===== config.mk =====
export PLATFORM = sky130hd
export DESIGN_NAME = stb_capture_buffer
export DESIGN_NICKNAME = d
export VERILOG_FILES = /design/src/rtl/stb_capture_buffer.sv
export SDC_FILE = /design/constraint.sdc
export NUM_CORES = 1
export LEC_CHECK = 0
export CAP_MARGIN = 30
export CORE_UTILIZATION = 30
export CTS_CLUSTER_DIAMETER = 40
export DETAILED_ROUTE_END_ITERATION = 10
export MAX_ROUTING_LAYER = met4
export PLACE_DENSITY = 0.52
export SLEW_MARGIN = 20
export SYNTH_ARGS = -nofsm -noshare
export SYNTH_HDL_FRONTEND = slang
export SYNTH_SLANG_ARGS = --single-unit
export TNS_END_PERCENT = 30

===== constraint.sdc =====
create_clock -name CLK_I -period 3.2 [get_ports CLK_I]
set_input_delay 0.64 -clock CLK_I [delete_from_list [all_inputs] [get_ports CLK_I]]
set_output_delay 0.64 -clock CLK_I [all_outputs]
set_load 0.05 [all_outputs]

===== src/rtl/stb_capture_buffer.sv =====
// ---------------------------------------------------------------------------
// stb_capture_buffer
//
// Soft trace buffer hanging off STB0 of the UART debug transport. Probe
// samples from the target are captured into a first-word-fall-through FIFO
// under host control. The host configures and arms the buffer through the
// control and data-write channels, and reads state and drains samples
// through the status and data-read channels.
//
// Ports:
//   CLK_I, RST_I        clock, synchronous active-high reset
//   PROBE_I             sample word from the target
//   PROBE_VALID_I       sample qualifier
//   TRIGGER_I           capture-start event (used while ARMED)
//   CONTROL_VALID_I     host control write valid
//   CONTROL_READY_O     always ready outside reset
//   CONTROL_I           control byte: bit0 ARM, bit1 CLEAR, bit2 CONT
//   WR_DATA_VALID_I     host capture-limit write valid
//   WR_DATA_READY_O     ready only while IDLE
//   WR_DATA_I           capture limit (saturated to DEPTH, 0 means DEPTH)
//   STATUS_VALID_O      always valid outside reset
//   STATUS_READY_I      consumed by host, no side effect
//   STATUS_O            {2'b0, state[1:0], 1'b0, overflow, full, empty}
//   RD_DATA_VALID_O     FIFO not empty
//   RD_DATA_READY_I     pop FIFO head
//   RD_DATA_O           FIFO head word
// ---------------------------------------------------------------------------
module stb_capture_buffer #(
  parameter int STB_CONTROL_WIDTH = 8,
  parameter int STB_STATUS_WIDTH  = 8,
  parameter int STB_DATA_WIDTH    = 32,
  parameter int DEPTH             = 16
) (
  input  logic                         CLK_I,
  input  logic                         RST_I,
  input  logic [STB_DATA_WIDTH-1:0]    PROBE_I,
  input  logic                         PROBE_VALID_I,
  input  logic                         TRIGGER_I,
  input  logic                         CONTROL_VALID_I,
  output logic                         CONTROL_READY_O,
  input  logic [STB_CONTROL_WIDTH-1:0] CONTROL_I,
  input  logic                         WR_DATA_VALID_I,
  output logic                         WR_DATA_READY_O,
  input  logic [STB_DATA_WIDTH-1:0]    WR_DATA_I,
  output logic                         STATUS_VALID_O,
  input  logic                         STATUS_READY_I,
  output logic [STB_STATUS_WIDTH-1:0]  STATUS_O,
  output logic                         RD_DATA_VALID_O,
  input  logic                         RD_DATA_READY_I,
  output logic [STB_DATA_WIDTH-1:0]    RD_DATA_O
);

  localparam int AW = $clog2(DEPTH);
  localparam int CW = AW + 1;

  localparam logic [CW-1:0] DEPTH_C = CW'(DEPTH);

  localparam logic [1:0] ST_IDLE    = 2'd0;
  localparam logic [1:0] ST_ARMED   = 2'd1;
  localparam logic [1:0] ST_CAPTURE = 2'd2;
  localparam logic [1:0] ST_DONE    = 2'd3;

  // Status as seen right after reset: empty FIFO, IDLE, no overflow.
  localparam logic [STB_STATUS_WIDTH-1:0] STATUS_RST = STB_STATUS_WIDTH'(1);

  // Host limit write: clamp to DEPTH so the stored value always fits the
  // limit register; a stored 0 is later read as DEPTH.
  function automatic logic [CW-1:0] sat_limit(input logic [STB_DATA_WIDTH-1:0] v);
    if (v >= STB_DATA_WIDTH'(DEPTH)) begin
      return DEPTH_C;
    end
    return v[CW-1:0];
  endfunction

  logic [1:0]                state_q, state_d;
  logic                      cont_q, cont_d;
  logic [CW-1:0]             count_q, count_d;
  logic [CW-1:0]             limit_q, limit_d;
  logic                      ovf_q, ovf_d;
  logic [CW-1:0]             occ_q, occ_d;
  logic [AW-1:0]             wr_ptr_q, wr_ptr_d;
  logic [AW-1:0]             rd_ptr_q, rd_ptr_d;
  logic [STB_STATUS_WIDTH-1:0] status_q, status_d;
  logic [STB_DATA_WIDTH-1:0] mem_q [DEPTH];

  logic          ctrl_arm;
  logic          ctrl_clear;
  logic          ctrl_cont;
  logic          head_valid;
  logic          fifo_full;
  logic [CW-1:0] lim_eff;
  logic [CW-1:0] count_inc;
  logic          take_probe;
  logic          push;
  logic          pop;

  // Upper control bits and the status handshake carry no function.
  logic unused_inputs;
  assign unused_inputs = ^{STATUS_READY_I, CONTROL_I[STB_CONTROL_WIDTH-1:3]};

  assign ctrl_arm   = CONTROL_VALID_I & CONTROL_I[0];
  assign ctrl_clear = CONTROL_VALID_I & CONTROL_I[1];
  assign ctrl_cont  = CONTROL_I[2];

  assign head_valid = (occ_q != '0);
  assign fifo_full  = (occ_q == DEPTH_C);
  assign lim_eff    = (limit_q == '0) ? DEPTH_C : limit_q;
  assign count_inc  = count_q + CW'(1);

  always_comb begin
    state_d    = state_q;
    cont_d     = cont_q;
    count_d    = count_q;
    limit_d    = limit_q;
    ovf_d      = ovf_q;
    occ_d      = occ_q;
    wr_ptr_d   = wr_ptr_q;
    rd_ptr_d   = rd_ptr_q;
    take_probe = 1'b0;
    push       = 1'b0;
    pop        = 1'b0;

    if (WR_DATA_VALID_I && (state_q == ST_IDLE)) begin
      limit_d = sat_limit(WR_DATA_I);
    end

    if (ctrl_clear) begin
      // CLEAR wins over ARM, probe pushes and host pops in the same cycle.
      state_d  = ST_IDLE;
      count_d  = '0;
      ovf_d    = 1'b0;
      occ_d    = '0;
      wr_ptr_d = '0;
      rd_ptr_d = '0;
    end else begin
      case (state_q)
        ST_IDLE: begin
          if (ctrl_arm) begin
            cont_d  = ctrl_cont;
            count_d = '0;
            state_d = ctrl_cont ? ST_CAPTURE : ST_ARMED;
          end
        end
        ST_ARMED: begin
          // A disarm write takes precedence over a coincident trigger.
          if (CONTROL_VALID_I && !CONTROL_I[0]) begin
            state_d = ST_IDLE;
          end else if (TRIGGER_I) begin
            state_d    = ST_CAPTURE;
            take_probe = PROBE_VALID_I;
          end
        end
        ST_CAPTURE: begin
          if (CONTROL_VALID_I && !CONTROL_I[0]) begin
            state_d = ST_IDLE;
          end else begin
            take_probe = PROBE_VALID_I;
          end
        end
        ST_DONE: begin
          // Re-arm keeps FIFO contents; only the capture count restarts.
          if (CONTROL_VALID_I) begin
            if (CONTROL_I[0]) begin
              state_d = ST_ARMED;
              count_d = '0;
            end else begin
              state_d = ST_IDLE;
            end
          end
        end
        default: state_d = ST_IDLE;
      endcase

      pop = head_valid & RD_DATA_READY_I;

      if (take_probe) begin
        // A full FIFO still accepts a push when the head leaves this cycle.
        if (fifo_full && !pop) begin
          ovf_d = 1'b1;
        end else begin
          push = 1'b1;
        end
        // Dropped samples still count toward a bounded capture.
        if (!cont_q) begin
          count_d = count_inc;
          if (count_inc == lim_eff) begin
            state_d = ST_DONE;
          end
        end
      end

      if (push) begin
        wr_ptr_d = wr_ptr_q + AW'(1);
      end
      if (pop) begin
        rd_ptr_d = rd_ptr_q + AW'(1);
      end
      case ({push, pop})
        2'b10:   occ_d = occ_q + CW'(1);
        2'b01:   occ_d = occ_q - CW'(1);
        default: occ_d = occ_q;
      endcase
    end
  end

  // Status is registered from next-state values so it tracks the state
  // registers cycle for cycle.
  always_comb begin
    status_d      = '0;
    status_d[0]   = (occ_d == '0);
    status_d[1]   = (occ_d == DEPTH_C);
    status_d[2]   = ovf_d;
    status_d[5:4] = state_d;
  end

  always_ff @(posedge CLK_I) begin
    if (RST_I) begin
      state_q  <= ST_IDLE;
      cont_q   <= 1'b0;
      count_q  <= '0;
      limit_q  <= '0;
      ovf_q    <= 1'b0;
      occ_q    <= '0;
      wr_ptr_q <= '0;
      rd_ptr_q <= '0;
      status_q <= STATUS_RST;
    end else begin
      state_q  <= state_d;
      cont_q   <= cont_d;
      count_q  <= count_d;
      limit_q  <= limit_d;
      ovf_q    <= ovf_d;
      occ_q    <= occ_d;
      wr_ptr_q <= wr_ptr_d;
      rd_ptr_q <= rd_ptr_d;
      status_q <= status_d;
    end
  end

  // Sample storage carries no reset; occupancy alone says what is valid.
  always_ff @(posedge CLK_I) begin
    if (push && !RST_I) begin
      mem_q[wr_ptr_q] <= PROBE_I;
    end
  end

  // Every output is forced low while reset is asserted.
  assign CONTROL_READY_O = !RST_I;
  assign STATUS_VALID_O  = !RST_I;
  assign STATUS_O        = RST_I ? '0 : status_q;
  assign WR_DATA_READY_O = !RST_I && (state_q == ST_IDLE);
  assign RD_DATA_VALID_O = !RST_I && head_valid;
  assign RD_DATA_O       = RST_I ? '0 : mem_q[rd_ptr_q];

endmodule


Word-level counts from Yosys, hierarchy flattened --
Memories as Yosys holds them, arrays and structs flattened. A register that Yosys moved wholly into a read port is not among the register bits. Index checks and enable logic that the tools add are counted.
Cells by class: multiplexer cells 43, equal/unequal tests 8, bitwise operators 4, $add $sub $neg 5, magnitude comparators 1, reductions and logical operators 15
Operators by type and width (count):
- $mux W5 | 9
- $ge A32 B5 Y1 const B | 1
- $mux W32 | 1
- $mux W2 | 10
- $pmux W5 S2 | 2
- $mux W1 | 16
- $add A5 B1 Y5 const B | 2
- $eq A5 B5 Y1 const B | 2
- $logic_not A5 Y1 | 2
- $add A4 B1 Y4 const B | 2
- $mux W4 | 2
- $mux W8 | 1
- $pmux W2 S4 | 1
- $eq A2 B2 Y1 const B | 3
- $logic_and A1 B1 Y1 | 6
- $eq A5 B5 Y1 | 1
- $reduce_bool A5 Y1 | 1
- $sub A5 B1 Y5 const B | 1
- $eq A2 B1 Y1 const B | 2
- $and A1 B1 Y1 | 3
- $logic_not A1 Y1 | 3
- $reduce_and A3 Y1 | 1
- $logic_not A2 Y1 | 1
- $pmux W1 S2 | 1
- other kinds (2) | 2
Word-level totals: bits in writable memories 512, register bits after elaboration 35, input port bits 80, logic and storage cells 87, memories kept 1
Memory list:
- mem_q | depth 16, width 32, rd ports 1, clocked after memory_dff 1, wr ports 1, line 84 | logic [STB_DATA_WIDTH-1:0] mem_q [DEPTH];

Depth between registers and ports, before layout --
depth in word-level cells 11, depth in mapped cells 14, gate-level depth less buffers 13

Least setup slack after synthesis --
No wires, ideal clock.
kind input port to flip-flop, start point in CONTROL_VALID_I, end point mem mem_q[4][0], enable pin, data required time 2808 ps, stages 6, setup slack 135 ps, arrival time 2673 ps, path buffers 1, path through nor2b_4 > or3_1 > buf_6 > a21o_1 > nor4b_1 > and2_1
On the way: longest elaborated chain between the ends 10, elaborated cells on any way between the ends 12, those cells by class mux (9); bitwise (1); reduce/logical (2)
RTL lines:
- start: declaration | line 39 | input logic CONTROL_VALID_I,
- $logic_and A1 B1 Y1 | line 146, 154
- $mux W1, on equally long branches | line 154, 146
- $pmux W1 S2 | line 136 | case (state_q)
- $mux W1 | line 127 | if (ctrl_clear) begin
- $mux W1 | line 176 | if (take_probe) begin
- $mux W1 | line 127
- $mux W1 * | line 127
- $logic_and A1 B1 Y1 * | line 242 | if (push && !RST_I) begin
- $mux W1 * | line 242
- $mux W1 (not written as such) * | line 243 | mem_q[wr_ptr_q] <= PROBE_I;
- end: declaration | line 84
Mark *: on every way between the ends. The rest lies on a longest branch, timed or not. The select of a mux whose other input is x is not followed.

==> flow_results.org <==
** Yosys
- For this run, the register share of the synthesized area comes to 74.8%.
- Main synth FF type :: edfxtp_1
- Post-synth EDFFs :: 512
- Number of synthesized register bits :: 545
- Largest cells by area after synthesis :: edfxtp_1 (72%), mux4_2 (17%), dfxtp_1 (3.1%), and2_1 (1.3%), ha_1 (0.76%)
- The biggest area contributor in the post-synthesis netlist is edfxtp_1.
- The synthesized netlist occupies a cell area of 21400 um^2.
- Top-area cell type share of the netlist area :: 71.7%
- Of all flip-flops after synthesis, the portion carrying an async set or reset was 0%.
- Average instance area after synthesis :: 21.3 um^2
- Number of distinct library cell variants in the gate-level netlist after synthesis :: 47
- The cell count after synthesis came out at 1005.
- Total number of yosys warnings :: 0

** Finish
- Top library cells by usage in the layout, fill and taps aside :: edfxtp_1 (512), mux4_2 (160), clkbuf_16 (88), clkdlybuf4s50_1 (73), buf_12 (57)
- Final Net Count :: 1347
- Post-route cell area :: 28300 um^2
- Compared with the post-synthesis result, the final layout area differs by 31.9%.
- Most common library cell in the layout ignoring fill and taps :: edfxtp_1
- Fraction of final layout cells sized beyond drive strength 1 :: 37.8%
- Final core area utilization :: 40.2%

** Drt
- For this block, the routed nets add up to 50000 um of wire.
- In this run the remaining antenna-violating nets after routing total 0.
- The first detailed-routing pass took 4 iterations.
- In the routed layout, each cell is associated on average with a via count of 4.74.
- The routed layout has 10700 vias.
- In this run, the number of DRC markers left after iteration 0 of detailed routing was 860.
- After detailed routing, the average wire length per cell comes to 22.1 um.
- In the routed design, unresolved DRC markers number 0.

** Clock network
- The clock drives 545 sinks.
- Clock slew at the register clock pins of the worst setup and hold paths :: 0.05 ns
- In this run, post-CTS hold repair placed 0 buffers.
- Depth of the CTS H-tree :: 3
- No sink is reached through more buffers than the 3 on the longest clock path.
- TritonCTS created 85 clock buffers.
- CTS tree :: built
- Worst skew pair latency :: 0.61 ns
- Cell at the root of the clock tree :: clkbuf_16

** Power
- In this run the static leakage power is 9.07 nW.
- Worst ir drop on vdd :: 0.000340 V
- Total power per unit cell area :: 638 nW/um^2
- Design Power :: 0.0181 W

** Floorplanning
- The floorplan step set the die height to 269 um.
- Floorplan die width :: 269 um
- Once the floorplan was initialized, standard cells occupied 30.5% of the core.
- Standard-cell rows :: 97
- Area of the die :: 72600 um^2
- In this run the count of I/O pins placed on the die edge is 124.
- Core footprint :: 70400 um^2

** GRT
- The total overflow left after global routing is 0.
- Global routing consumed, over all layers together, 14.4% of the routing resources.
- Largest net degree at the start of global routing :: 50
- Wire length of the first global-routing pass :: 75300 um
- Number of antenna violations at the first check in global routing :: 1
- The via count of the first global-routing pass is 11500.

** Timing
- Setup violations remaining at the end of the flow were counted as 32.
- The final number of max-transition violations came to 0.
- For the finished layout, the period the worst path requires is 3.45 ns.
- Headroom to the max-slew limit came out at 49.4%.
- Final hold violation count :: 0
- Setup slack on the critical path of the routed design comes to -0.249 ns.
- Worst Max-Slew Pin Slew :: 0.752 ns
- Timing would allow up to 0.290 GHz.
- For the final database, setup skew stands at 0.0271 ns.
- Unrepaired setup endpoints after global routing :: yes
- Final worst path period share :: 108%

** Placed design
- Global placer's final weighted congestion :: 0.776
- Setup slack at placement :: -0.107 ns
- Hpwl dp :: 29100 um
- Placed Area :: 24800 um^2
- Buffers added on ports :: 114

** Critical path
- Type of element capturing the critical path :: primary output
- Element type at the critical path start :: flop
- Data required, critical path :: 2.56 ns
- Along the worst path, the maximum fanout reaches 5.
- The critical path is of the flop to primary output type.
- Worst EP arrival :: 2.81 ns

** Outcome
- The checks that failed: setup timing.
- Result of the run :: finished, violations left

** Flow run
- Max Cap Viol :: 0

** Worst hold path
- The min-delay analysis places its worst path in the category flop to flop.
-- power by group --
| part | internal (W) | total, W | switching, W |
|---|---|---|---|
| sequential | 0.00780 | 0.00781 | 0.00000389 |
| clock | 0.00642 | 0.00980 | 0.00338 |
| combinational | 0.000192 | 0.000442 | 0.000250 |
-- metal layers --
| layer | up-vias | global-route usage (%) | wire (um) |
|---|---|---|---|
| met5 | - | - | 0 |
| met4 | 0 | 4.08 | 1010 |
| met3 | 72 | 3.39 | 2180 |
| met2 | 222 | 22.6 | 24400 |
| met1 | 5751 | 18.7 | 22400 |
| li1 | 4694 | - | - |
-- area by class of cell --
type / instances / area, um^2
clock inverter: 64 / 893
inverter: 8 / 30.0
multi-input combinational: 404 / 5260
timing repair buffer: 209 / 2690
tap: 940 / 1180
clock buffer: 94 / 2200
sequential: 545 / 16000
antenna: 1 / 2.50
fill: 6248 / 42100
-- metrics by stage --
stage | TNS [ns] | std cells | hold WS [ns]
finish | -6.10 | 2265 | 0.498
global route | -9.08 | 2265 | 0.532
CTS | -8.06 | 2260 | 0.500
detailed placement | -11.10 | 2091 | 0.493
global placement | -5.12 | 2091 | 0.479
floorplan | 0 | 1007 | 0.429
-- worst max-delay path, cell delays in order, from the launching register on --
cell,delay (ns)
dfxtp_4,0.44
buf_12,0.17
buf_12,0.13
buf_16,0.13
mux4_2,0.50
mux4_2,0.47
and2_4,0.19
buf_12,0.14
-- synth_stat cells, types with 6 or more instances --
cell type  instances
a21oi_1           23
and2_1            46
and3_1             6
buf_2             13
clkbuf_1          28
dfxtp_1           33
edfxtp_1         512
ha_1              13
inv_1              8
mux4_2           160
nand2_1           17
nor2_1            42
nor4_1            10
xnor2_1            9
xor2_1             9
-- what timing repair did --
| item | in CTS | in global routing |
|---|---|---|
| pin swaps | 5 | 1 |
| endpoints found under the hold margin | 0 | 0 |
| endpoints found under the setup margin | 32 | 32 |
| buffers inserted | 7 | 4 |
| gates resized for setup | 57 | 5 |
| cloned | 4 | 1 |
-- sequential cells by signal, indices dropped and copies added, names as in the netlist, named ones only --
name / cells
state_q: 2
limit_q: 5
rd_ptr_q: 4
status_q: 3
occ_q: 5
cont_q: 1
wr_ptr_q: 4
count_q: 5
mem_q: 512
-- kinds of logic (layout without fill, tap and decap cells) --
family | Yosys count | in the layout | share of synthesized area, %
xor+xnor | 18 | 18 | 0.735
fa+ha+maj | 14 | 14 | 0.852
flops | 545 | 545 | 74.8
compound gates | 49 | 49 | 1.43
mux | 165 | 165 | 17.1
buf+inv | 58 | 375 | 1.21
other cells | 1 | 4 | 0.0175
simple gates | 155 | 155 | 3.89
-- final timing paths --
check | startpoint | to | slack, ns | depth (start not counted)
setup / recovery | flop | RD_DATA_O[1] | -0.25 | 7
hold / removal | rd_ptr_q[1]$_SDFFE_PP0N_ | flop | 0.50 | 2
setup reg to reg | state_q[1]$_SDFF_PP0_ | mem_q[5][10]$_DFFE_PP_ | 0.21 | 10
hold reg to reg | rd_ptr_q[1]$_SDFFE_PP0N_ | flop | 0.50 | 2
(Power assumes the default switching activity.)
